**src/rtl/video_scanout_if.sv**
```systemverilog
// Pixel stream handshake between pixel_generator (master) and video_scanout (slave).
// A transfer happens on any rising clock edge where pixel_valid && pixel_ready.
interface video_scanout_if;
  logic [23:0] pixel_data;
  logic        pixel_valid;
  logic        pixel_ready;

  modport master (
    output pixel_data,
    output pixel_valid,
    input  pixel_ready
  );

  modport slave (
    input  pixel_data,
    input  pixel_valid,
    output pixel_ready
  );
endinterface

```
**src/rtl/video_scanout.sv**
```systemverilog
// Raster scanout with a 2-deep pixel FIFO, registered sync/DE/RGB and a per-frame restart pulse.
// Optional sticky underflow output enabled by defining VIDEO_SCANOUT_UNDERFLOW_FLAG_EN.
module video_scanout #(
  parameter int H_ACTIVE = 640,
  parameter int H_FRONT  = 16,
  parameter int H_SYNC   = 96,
  parameter int H_BACK   = 48,
  parameter int V_ACTIVE = 480,
  parameter int V_FRONT  = 10,
  parameter int V_SYNC   = 2,
  parameter int V_BACK   = 33,
  parameter bit SYNC_POL = 1'b0
) (
  input  logic                  in_clk,
  input  logic                  in_reset_n,
  video_scanout_if.slave        pix,
  output logic                  out_next_frame,
  output logic [23:0]           out_rgb,
  output logic                  out_de,
  output logic                  out_hsync,
  output logic                  out_vsync
`ifdef VIDEO_SCANOUT_UNDERFLOW_FLAG_EN
  ,
  output logic                  out_underflow
`endif
);

  localparam int H_TOTAL = H_ACTIVE + H_FRONT + H_SYNC + H_BACK;
  localparam int V_TOTAL = V_ACTIVE + V_FRONT + V_SYNC + V_BACK;
  localparam int HW      = $clog2(H_TOTAL);
  localparam int VW      = $clog2(V_TOTAL);
  // One extra bit on the thresholds so a region end equal to the total never wraps.
  localparam int HX      = HW + 1;
  localparam int VX      = VW + 1;

  localparam logic [HW-1:0] H_LAST     = HW'(H_TOTAL - 1);
  localparam logic [VW-1:0] V_LAST     = VW'(V_TOTAL - 1);
  localparam logic [HX-1:0] H_ACT_X    = HX'(H_ACTIVE);
  localparam logic [HX-1:0] HS_START_X = HX'(H_ACTIVE + H_FRONT);
  localparam logic [HX-1:0] HS_END_X   = HX'(H_ACTIVE + H_FRONT + H_SYNC);
  localparam logic [VX-1:0] V_ACT_X    = VX'(V_ACTIVE);
  localparam logic [VX-1:0] VS_START_X = VX'(V_ACTIVE + V_FRONT);
  localparam logic [VX-1:0] VS_END_X   = VX'(V_ACTIVE + V_FRONT + V_SYNC);

  logic [HW-1:0] h;
  logic [VW-1:0] v;
  logic [HX-1:0] h_x;
  logic [VX-1:0] v_x;

  logic [23:0] mem0, mem1, mem0_nxt, mem1_nxt;
  logic [1:0]  count, count_nxt;

  logic active, flush, hs_on, vs_on;
  logic full, empty, ready, push, pop;

  assign h_x = {1'b0, h};
  assign v_x = {1'b0, v};

  always_comb begin
    active = (h_x < H_ACT_X) && (v_x < V_ACT_X);
    flush  = (h == '0) && (v_x == V_ACT_X);
    hs_on  = (h_x >= HS_START_X) && (h_x < HS_END_X);
    vs_on  = (v_x >= VS_START_X) && (v_x < VS_END_X);
    full   = (count == 2'd2);
    empty  = (count == 2'd0);
    // Gated by reset so the producer never sees ready while the block is held.
    ready  = in_reset_n && !full && !flush;
    push   = pix.pixel_valid && ready;
    pop    = active && !empty;
  end

  assign pix.pixel_ready = ready;

  always_ff @(posedge in_clk or negedge in_reset_n) begin
    if (!in_reset_n) begin
      h <= '0;
      v <= '0;
    end else if (h == H_LAST) begin
      h <= '0;
      v <= (v == V_LAST) ? '0 : v + 1'b1;
    end else begin
      h <= h + 1'b1;
    end
  end

  // Flush wins over everything; a push alongside a pop can only happen with one entry held.
  always_comb begin
    count_nxt = count;
    mem0_nxt  = mem0;
    mem1_nxt  = mem1;
    if (flush) begin
      count_nxt = 2'd0;
    end else if (pop && push) begin
      mem0_nxt = pix.pixel_data;
    end else if (pop) begin
      mem0_nxt  = mem1;
      count_nxt = count - 2'd1;
    end else if (push) begin
      if (empty) begin
        mem0_nxt = pix.pixel_data;
      end else begin
        mem1_nxt = pix.pixel_data;
      end
      count_nxt = count + 2'd1;
    end
  end

  always_ff @(posedge in_clk or negedge in_reset_n) begin
    if (!in_reset_n) begin
      count <= 2'd0;
      mem0  <= '0;
      mem1  <= '0;
    end else begin
      count <= count_nxt;
      mem0  <= mem0_nxt;
      mem1  <= mem1_nxt;
    end
  end

  always_ff @(posedge in_clk or negedge in_reset_n) begin
    if (!in_reset_n) begin
      out_next_frame <= 1'b0;
      out_rgb        <= '0;
      out_de         <= 1'b0;
      out_hsync      <= ~SYNC_POL;
      out_vsync      <= ~SYNC_POL;
    end else begin
      out_next_frame <= flush;
      out_rgb        <= pop ? mem0 : 24'h000000;
      out_de         <= active;
      out_hsync      <= hs_on ? SYNC_POL : ~SYNC_POL;
      out_vsync      <= vs_on ? SYNC_POL : ~SYNC_POL;
    end
  end

`ifdef VIDEO_SCANOUT_UNDERFLOW_FLAG_EN
  always_ff @(posedge in_clk or negedge in_reset_n) begin
    if (!in_reset_n) begin
      out_underflow <= 1'b0;
    end else if (active && empty) begin
      out_underflow <= 1'b1;
    end
  end
`endif

endmodule

```
**src/flat_wrapper.sv**
```systemverilog
// flat-port wrapper written by rule: the top's interface ports become plain ports
module video_scanout_flat 
#(
  parameter int H_ACTIVE = 640,
  parameter int H_FRONT  = 16,
  parameter int H_SYNC   = 96,
  parameter int H_BACK   = 48,
  parameter int V_ACTIVE = 480,
  parameter int V_FRONT  = 10,
  parameter int V_SYNC   = 2,
  parameter int V_BACK   = 33,
  parameter bit SYNC_POL = 1'b0
)
  (in_clk, in_reset_n, out_next_frame, out_rgb, out_de, out_hsync, out_vsync, pix_pixel_data, pix_pixel_valid, pix_pixel_ready);
  video_scanout_if pix_i ();
  input  logic in_clk;
  input  logic in_reset_n;
  output logic out_next_frame;
  output logic [23:0] out_rgb;
  output logic out_de;
  output logic out_hsync;
  output logic out_vsync;
  input wire logic [$bits(pix_i.pixel_data)-1:0] pix_pixel_data;
  input wire logic [$bits(pix_i.pixel_valid)-1:0] pix_pixel_valid;
  output wire logic [$bits(pix_i.pixel_ready)-1:0] pix_pixel_ready;
  assign pix_i.pixel_data = pix_pixel_data;
  assign pix_i.pixel_valid = pix_pixel_valid;
  assign pix_pixel_ready = pix_i.pixel_ready;
  video_scanout #(.H_ACTIVE(H_ACTIVE), .H_FRONT(H_FRONT), .H_SYNC(H_SYNC), .H_BACK(H_BACK), .V_ACTIVE(V_ACTIVE), .V_FRONT(V_FRONT), .V_SYNC(V_SYNC), .V_BACK(V_BACK), .SYNC_POL(SYNC_POL)) u_core (.in_clk(in_clk), .in_reset_n(in_reset_n), .pix(pix_i), .out_next_frame(out_next_frame), .out_rgb(out_rgb), .out_de(out_de), .out_hsync(out_hsync), .out_vsync(out_vsync));
endmodule
```
**config.mk**
```make
export PLATFORM = sky130hd
export DESIGN_NAME = video_scanout_flat
export DESIGN_NICKNAME = d
export VERILOG_FILES = /design/src/rtl/video_scanout_if.sv /design/src/rtl/video_scanout.sv /design/src/flat_wrapper.sv
export SDC_FILE = /design/constraint.sdc
export NUM_CORES = 1
export LEC_CHECK = 0
export ABC_AREA = 1
export CORE_UTILIZATION = 60
export DETAILED_ROUTE_END_ITERATION = 10
export MAX_ROUTING_LAYER = met4
export PLACE_DENSITY = 0.88
export SYNTH_ARGS = -nofsm -noshare
export SYNTH_HDL_FRONTEND = slang
export SYNTH_SLANG_ARGS = --single-unit
```
**constraint.sdc**
```tcl
create_clock -name in_clk -period 3.8 [get_ports in_clk]
set_input_delay 0.38 -clock in_clk [delete_from_list [all_inputs] [get_ports in_clk]]
set_output_delay 0.38 -clock in_clk [all_outputs]
set_load 0.02 [all_outputs]
```
* Word level (Yosys, flattened, before mapping)
Cells that the tools add are included.
** Word-level totals
- Input port bits :: 27
- Output and inout port bits :: 29
- Bits in registers :: 98
** Cells by class
- Mux-type cells :: 13
- Bitwise gates (word level) :: 4
- Reductions and logical operators :: 20
- Equality and inequality tests :: 5
- Order comparisons :: 6
- Add/sub/neg operators :: 4
** Operator list (count)
- 24-bit 2-to-1 mux :: 5
- 10-bit by 1-bit adder with 10-bit output (second input constant) :: 2
- 10-bit == test (second input constant) :: 2
- 10-bit less-than comparator (second input constant) :: 2
- 10-bit by 9-bit less-than comparator with 1-bit output (second input constant) :: 2
- 10-bit 2-to-1 mux :: 2
- 10-bit by 9-bit == test with 1-bit output (second input constant) :: 1
- 10-bit greater-or-equal comparator (second input constant) :: 1
- 10-bit by 9-bit greater-or-equal comparator with 1-bit output (second input constant) :: 1
- 10-bit zero test :: 1
- 1-bit logical AND :: 9
- 3-bit nonzero test :: 3
- 2-bit 2-to-1 mux :: 4
- 5-bit AND reduction :: 1
- 1-bit inverter :: 4
- 1-bit zero test :: 3
- 3-bit AND reduction :: 1
- 2-bit by 1-bit adder with 2-bit output (second input constant) :: 1
- 2-bit == test (second input constant) :: 1
- 2-bit zero test :: 1
- 1-bit 2-to-1 mux :: 2
- 2-bit by 1-bit inequality test with 1-bit output (second input constant) :: 1
- 2-bit AND reduction :: 1
- 2-bit by 1-bit subtractor with 2-bit output (second input constant) :: 1

* Depth between registers and ports, before layout
Gate-level depths: netlist of run 1.
- Depth after elaboration :: 9
- Gate-level depth with buffers :: 14
- Depth with buffers taken out :: 12

* Worst setup path after synthesis of run 1
No wires, ideal clock.
- Path type :: reg2reg
- From :: reg u_core.h[0]
- To :: reg u_core.mem1[14]
- Path slack :: 2075 ps
- Cell stages (with the launch flop) :: 13
- Required time :: 3677 ps
- Arrival :: 1602 ps
- Period minus slack after synthesis :: 1725 ps
- Path through :: dfrtp_1 > inv_1 > ha_1 > inv_1 > nor2_1 > nand2_1 > nor2_1 > nand3_4 > nand2_1 > nor2_4 > nand2_4 > buf_2 > o21ai_2
** On the way
- Cells in the longest elaborated chain, start to end :: 8
** RTL lines
- start: declaration :: line video_scanout.sv:45 : logic [HW-1:0] h;
- start signal: assignment :: line video_scanout.sv:82 : h <= h + 1'b1;
- parallel branches: the longest is 7 deep, another holds 10-bit less-than comparator
- 5-bit AND reduction (no source line) *
- end signal: assignment :: line video_scanout.sv:116 : mem1 <= mem1_nxt;
- end: declaration :: line video_scanout.sv:50 : logic [23:0] mem0, mem1, mem0_nxt, mem1_nxt;
Every way passes the cells marked *.
A chain may end at the register's enable or synchronous reset.

* Final worst setup path of run 1
- From :: in in_reset_n
- To :: out pix_pixel_ready
** On the way
- Cells in the longest elaborated chain, start to end :: 2
** RTL lines
- start: declaration :: line flat_wrapper.sv:17 : input logic in_reset_n;
- 1-bit logical AND (2 in a row) :: line video_scanout.sv:67 : ready = in_reset_n && !full && !flush;
- end: declaration :: line flat_wrapper.sv:25 : output wire logic [$bits(pix_i.pixel_ready)-1:0] pix_pixel_ready;
Every way passes these cells.

==> results.ini, run 1 <==
[run_status]
outcome = finished, final reports clean

[final_layout]
finalNetCount = 623
area_growth_pct = 16.2
drive_gt1_frac = 0.127
n_antenna_cell = 0
nFillCells = 562

[place]
place.port_buffers = 55
gp_congestion = 0.845
hpwlAfterDp_microns = 6010

[die]
dieArea_sq_mm = 0.00815
io_pins = 56
placementRows = 31
initial_core_util = 0.631
core_sq_mm = 0.00741
die_x_microns = 90.3
die_h_microns = 90.3

[grt]
grt_pass1_wl_microns = 15700
overflow = 0
grt_usage = 0.252
grt_antenna_before_repair = 0
grt_max_degree = 62
grt_pass1_vias = 3434

[routing]
dr_total_vias = 3578
ant_nets = 0
drt-initial-drc-count = 228
wl_per_cell_microns = 13.0
viasPerCell = 5.14
drc = 0
dr.pass1.iters = 5
drt_wl_total_microns = 9070

[timing]
slew_headroom = 0.516
tightestPinTransition_ns = 0.726
hold_viol_final = 0
period_needed_ns = 2.78
fmax_mhz = 359
post-route-period-util = 0.732
hold_ws_ns = 0.489
finalClockSkew_ns = 0.0133
slew_viol_final = 0
rsz0062_at_grt = no
setup_viol = 0
setup_tns_ns = 0

[clock_network]
cts_tree = done
path_clk_slew_ns = 0.10
cts-root-buf = clkbuf_8
cts_max_level = 3
cts_hold_buf = 1
cts_setup_buffers = 0
cts_buffers = 9
clock_latency_ns = 0.37
cts_num_sinks = 98
clockBufferDepth = 2
cts_resized = 0

[setup_path]
required_ns = 3.42
crit_path_cell_trace = dlygate4sd3_1, buf_4, nand2_1, inv_1, nand2_1, inv_1, clkdlybuf4s50_1
cpMaxStageDelayCell = clkdlybuf4s50_1
crit_type = in -> out
arrival_ns = 2.40
rrSetupSlack_ns = 1.37
worstPathMaxFanout = 39
crit_path_start_kind = input port
critPathMaxStageDelay_ns = 0.59
worstSetupEndpointType = primary output

[power]
p_sw_mw = 1.42
seqPwrFrac = 0.430
p_per_area_mw_per_mm2 = 680
peakVddDrop_mv = 0.434
pwr-share-clk = 0.197
switching_share = 0.384
power_leakage_nw = 2.82
power_frac_comb = 0.374
internal_power_mw = 2.28

[synthesis]
synth_edf_count = 0
synthesis.instances = 543
synth_ff_type = dfrtp_1
ys.warnings.count = 0
async_reset_ff_frac = 1.00
ys_types = 35
synth_seq_area_share = 0.525
synth.cell_area_sq_mm = 0.00468
synth-seq-cells = 98
avgSynthCellArea_sq_um = 8.61
postSynthNetCount = 574

[hold_path]
min_path_type = reg -> reg

[job]
drv_cap = 0

[final timing paths]
check | from | endpoint | cells past startpoint
min in group asynchronous | in_reset_n | u_core.out_rgb[2] | 2
min | u_core.mem0[6] | u_core.mem0[6] | 2
max | in_reset_n | pix_pixel_ready | 7
max in group asynchronous | in_reset_n | u_core.out_rgb[18] | 3
max reg2reg | u_core.h[0] | u_core.mem1[1] | 12
min reg2reg | u_core.mem0[6] | u_core.mem0[6] | 2
[metal layers]
| layer | track usage | vias up | routed length (microns) |
|---|---|---|---|
| li1 | - | 1752 | - |
| met1 | 0.341 | 1685 | 4190 |
| met2 | 0.377 | 116 | 4250 |
| met3 | 0.0412 | 25 | 393 |
| met4 | 0.114 | 0 | 235 |
| met5 | - | - | 0 |
[stage by stage]
stage	total power [mW]	setup WS, ns	instance area, sq um	instances	util
final	3.69	1.02	5440	696	0.734
after floorplan	2.56	2.08	4680	543	-
after detailed placement	2.98	1.40	5210	679	0.703
after global placement	2.91	1.50	5210	679	0.703
after CTS	3.71	0.990	5440	696	0.734
after global routing	3.94	0.828	5440	696	0.734
[logic make-up (layout without fill, tap and decap cells)]
| group | Yosys count | count (layout) | synth area share |
|---|---|---|---|
| AOI/OAI and AO/OA | 38 | 38 | 0.0597 |
| and+or+nand+nor | 269 | 269 | 0.271 |
| DFF | 98 | 98 | 0.525 |
| xor gates and xnor gates | 9 | 9 | 0.0169 |
| adders and majority gates | 4 | 4 | 0.0107 |
| buffers and inverters | 125 | 179 | 0.117 |
[registers in the layout (all words and copies together) (netlist names)]
| name | cells |
|---|---|
| u_core.v | 10 |
| u_core.out_de | 1 |
| u_core.mem0 | 24 |
| u_core.out_rgb | 24 |
| u_core.out_next_frame | 1 |
| u_core.mem1 | 24 |
| u_core.count | 2 |
| u_core.out_hsync | 1 |
| u_core.out_vsync | 1 |
| u_core.h | 10 |
[cell type report]
cell class | instances | area (sq um) | share of cell area
Sequential cell | 98 | 2450 | 0.452
Clock buffer | 9 | 124 | 0.0228
Multi-Input combinational cell | 320 | 1680 | 0.308
Tap cell | 99 | 124 | 0.0228
Clock inverter | 7 | 91.3 | 0.0168
Timing Repair Buffer | 57 | 566 | 0.104
Inverter | 106 | 400 | 0.0736
[power groups by stage]
stage	combinational [mW]	sequential (mW)	clock [mW]
6_report	1.38	1.59	0.726
4_1_cts	1.39	1.59	0.732
3_5_place_dp	1.38	1.60	0
2_1_floorplan	0.849	1.71	0
5_1_grt	1.54	1.63	0.772
3_3_place_gp	1.33	1.59	0
[critical path, delay by kind of cell]
| family | cells | cell delay, ns |
|---|---|---|
| and+or+nand+nor | 2 | 0.23 |
| buffers and inverters | 5 | 1.76 |
[cell usage in the layout, fill, tap and decap left out, types with 5 or more instances in the layout]
cell type and instances:
clkbuf_8 9, nand2_2 18, nand4_1 5, nand3_1 62, inv_1 101, dfrtp_1 96, o21ai_2 20, o21ai_0 5
nor2_1 50, nand2_1 114, nor3_1 5, clkdlybuf4s50_1 54, xor2_1 7
[cell usage after synthesis, types with 2 or more instances]
master    instances  share of area
buf_4             3         0.0048
nor2_2            2         0.0027
inv_1           101          0.081
nand2_4           2         0.0048
xor2_1            7          0.013
ha_1              4          0.011
clkbuf_1          2         0.0016
nor3b_1           2         0.0032
o21ai_0           5         0.0053
nand2_1         114          0.091
nor3_1            5         0.0053
nand2_2          18          0.024
nor2_4            4         0.0096
xnor2_1           2         0.0037
nand3_4           2         0.0075
dfstp_2           2          0.011
dfrtp_1          96           0.51
nor2_1           50          0.040
o21ai_2          20          0.037
buf_12            3          0.013
nand4_1           5         0.0067
buf_2            11          0.012
a21oi_1           4         0.0043
inv_2             4         0.0032
nand3_1          62          0.066
o21ai_1           4         0.0043
Power figures use the tool's default switching activity.
==> inputs of run 2 (changes only) <==
CORE_UTILIZATION = 50   (was 60)
PLACE_DENSITY = 0.79   (was 0.88)
clock period = 2.4 ns   (was 3.8 ns; I/O delays follow)
==> results.ini, run 2 (synthesis gave the netlist of run 1 again) <==
[die]
dieArea_sq_mm = 0.00974
die_h_microns = 98.7
initial_core_util = 0.526
core_sq_mm = 0.00889
io_pins = 56
die_x_microns = 98.7
placementRows = 34

[final_layout]
nFillCells = 737
mostFrequentLayoutCell = nand2_1
finalInstanceArea_sq_mm = 0.00552
drive_gt1_frac = 0.137
area_growth_pct = 18.0
final_util = 0.620
final_cell_mix = nand2_1, inv_1, dfrtp_1, nand3_1, clkdlybuf4s50_1
n_antenna_cell = 0
reg.largest.list = u_core.mem0 x24, u_core.mem1 x24, u_core.out_rgb x24
finalNetCount = 630

[timing]
setup_tns_ns = 0
hold_viol_final = 0
rsz0062_at_grt = no
slew_headroom = 0.480
post-route-period-util = 0.928
finalClockSkew_ns = 0.0157
setup_viol = 0
period_needed_ns = 2.23
slew_viol_final = 0
fmax_mhz = 449
tightestPinTransition_ns = 0.779

[setup_path]
crit_start = u_core.h[0]
crit_family = simple AND/OR/NAND/NOR gates
arrival_ns = 1.99
crit_type = reg -> out
crit_path_cell_trace = inv_1, ha_1, inv_1, nor2_1, nand2_1, nor2_1, nand3_4, nand2_1, inv_1, dlygate4sd2_1
required_ns = 2.16
cp.buffers_inverters = 4
cp_common_cell = inv_1
worstPathMaxFanout = 6
cpMaxStageDelayCell = dfrtp_1
worstSetupEndpointType = primary output
rrSetupSlack_ns = 0.32
crit_path_start_kind = flop
r2r_start = u_core.h[0]
critPathMaxStageDelay_ns = 0.44

[power]
p_per_area_mw_per_mm2 = 1070
power_leakage_nw = 2.86
peakVddDrop_mv = 0.528

[grt]
grt_antenna_before_repair = 0
busiest_layer = met2
grt_use_met1 = 0.269
met3_usage = 0.0270
grt_max_degree = 64
grt_util_met2 = 0.335
grt_usage = 0.210
grt_pass1_vias = 3408
grt_pass1_wl_microns = 15600
overflow = 0

[routing]
wl_per_cell_microns = 12.8
drc = 0
dr.pass1.iters = 5
dr_total_vias = 3519
drt-initial-drc-count = 229
ant_nets = 0
viasPerCell = 4.94
drt_wl_total_microns = 9080

[place]
gp_congestion = 0.874
hpwlAfterDp_microns = 6230
place.port_buffers = 55
placed_area_sq_mm = 0.00529

[clock_network]
clockBufferDepth = 2
cts_buffers = 9
path_clk_slew_ns = 0.10
cts_tree = done
cts-root-buf = clkbuf_8
cts_num_sinks = 98
clock_latency_ns = 0.38
cts_max_level = 3

[hold_path]
worstHoldStart = pix_pixel_data[3]
min_path_type = in -> reg

[job]
drv_cap = 0

[run_status]
outcome = finished, final reports clean

==> run 2: cell count changes in the layout (fill, tap and decap cells not counted), sizes merged <==
| cell | delta |
|---|---|
| clkdlybuf4s50 | -1 |
| clkinv | +2 |
| inv | -2 |
| dlygate4sd2 | +1 |
| buf | +7 |
==> run 2: worst paths after layout <==
check | to | cells after the start
setup / recovery | pix_pixel_ready | 10
hold / removal | u_core.mem1[3] | 3
setup reg to reg | u_core.mem1[2] | 13
hold reg to reg | u_core.mem0[3] | 2
max in group asynchronous | u_core.out_rgb[13] | 4
min in group asynchronous | u_core.mem1[8] | 3
==> run 2: tightest hold or removal path: cells and delay by family <==
kind	cells	cell delay (ns)
AOI/OAI and AO/OA	1	0.06
buffers and inverters	2	0.47
==> run 2: routing by layer <==
metal,up-vias,part of all wire
met4,0,0.021
met5,-,0
met2,94,0.48
met1,1655,0.46
li1,1757,-
met3,13,0.040
==> run 2: report_power, final <==
part | internal [mW] | total (mW) | switching [mW]
logic | 0.901 | 2.23 | 1.33
clock network | 0.514 | 1.15 | 0.636
registers | 2.22 | 2.50 | 0.280
total | 3.64 | 5.88 | 2.24
==> run 2: through the flow <==
| stage | hold WS (ns) | instances | setup slack [ns] | power [mW] |
|---|---|---|---|---|
| final | 0.427 | 712 | 0.174 | 5.88 |
| after global routing | 0.428 | 712 | 0.0731 | 6.30 |
| after CTS | 0.413 | 712 | 0.160 | 5.93 |
| after detailed placement | 0.316 | 695 | 0.361 | 4.78 |
| after global placement | 0.311 | 695 | 0.385 | 4.68 |
| after floorplan | -0.0556 | 543 | 0.675 | 4.06 |
==> run 2: area by class of cell <==
type | count | area, sq um | area share
Clock buffer | 9 | 124 | 0.0225
Clock inverter | 7 | 96.3 | 0.0175
Inverter | 106 | 400 | 0.0726
Multi-Input combinational cell | 320 | 1680 | 0.304
Sequential cell | 98 | 2450 | 0.445
Tap cell | 108 | 135 | 0.0245
Timing Repair Buffer | 64 | 629 | 0.114
==> run 2: repair_timing <==
item	4_1_cts	5_1_grt
endpoints found under the hold margin	35	0
setup endpoints to repair	1	0
gates resized for setup	1	0
setup buffers	0	0
hold buffers	1	0
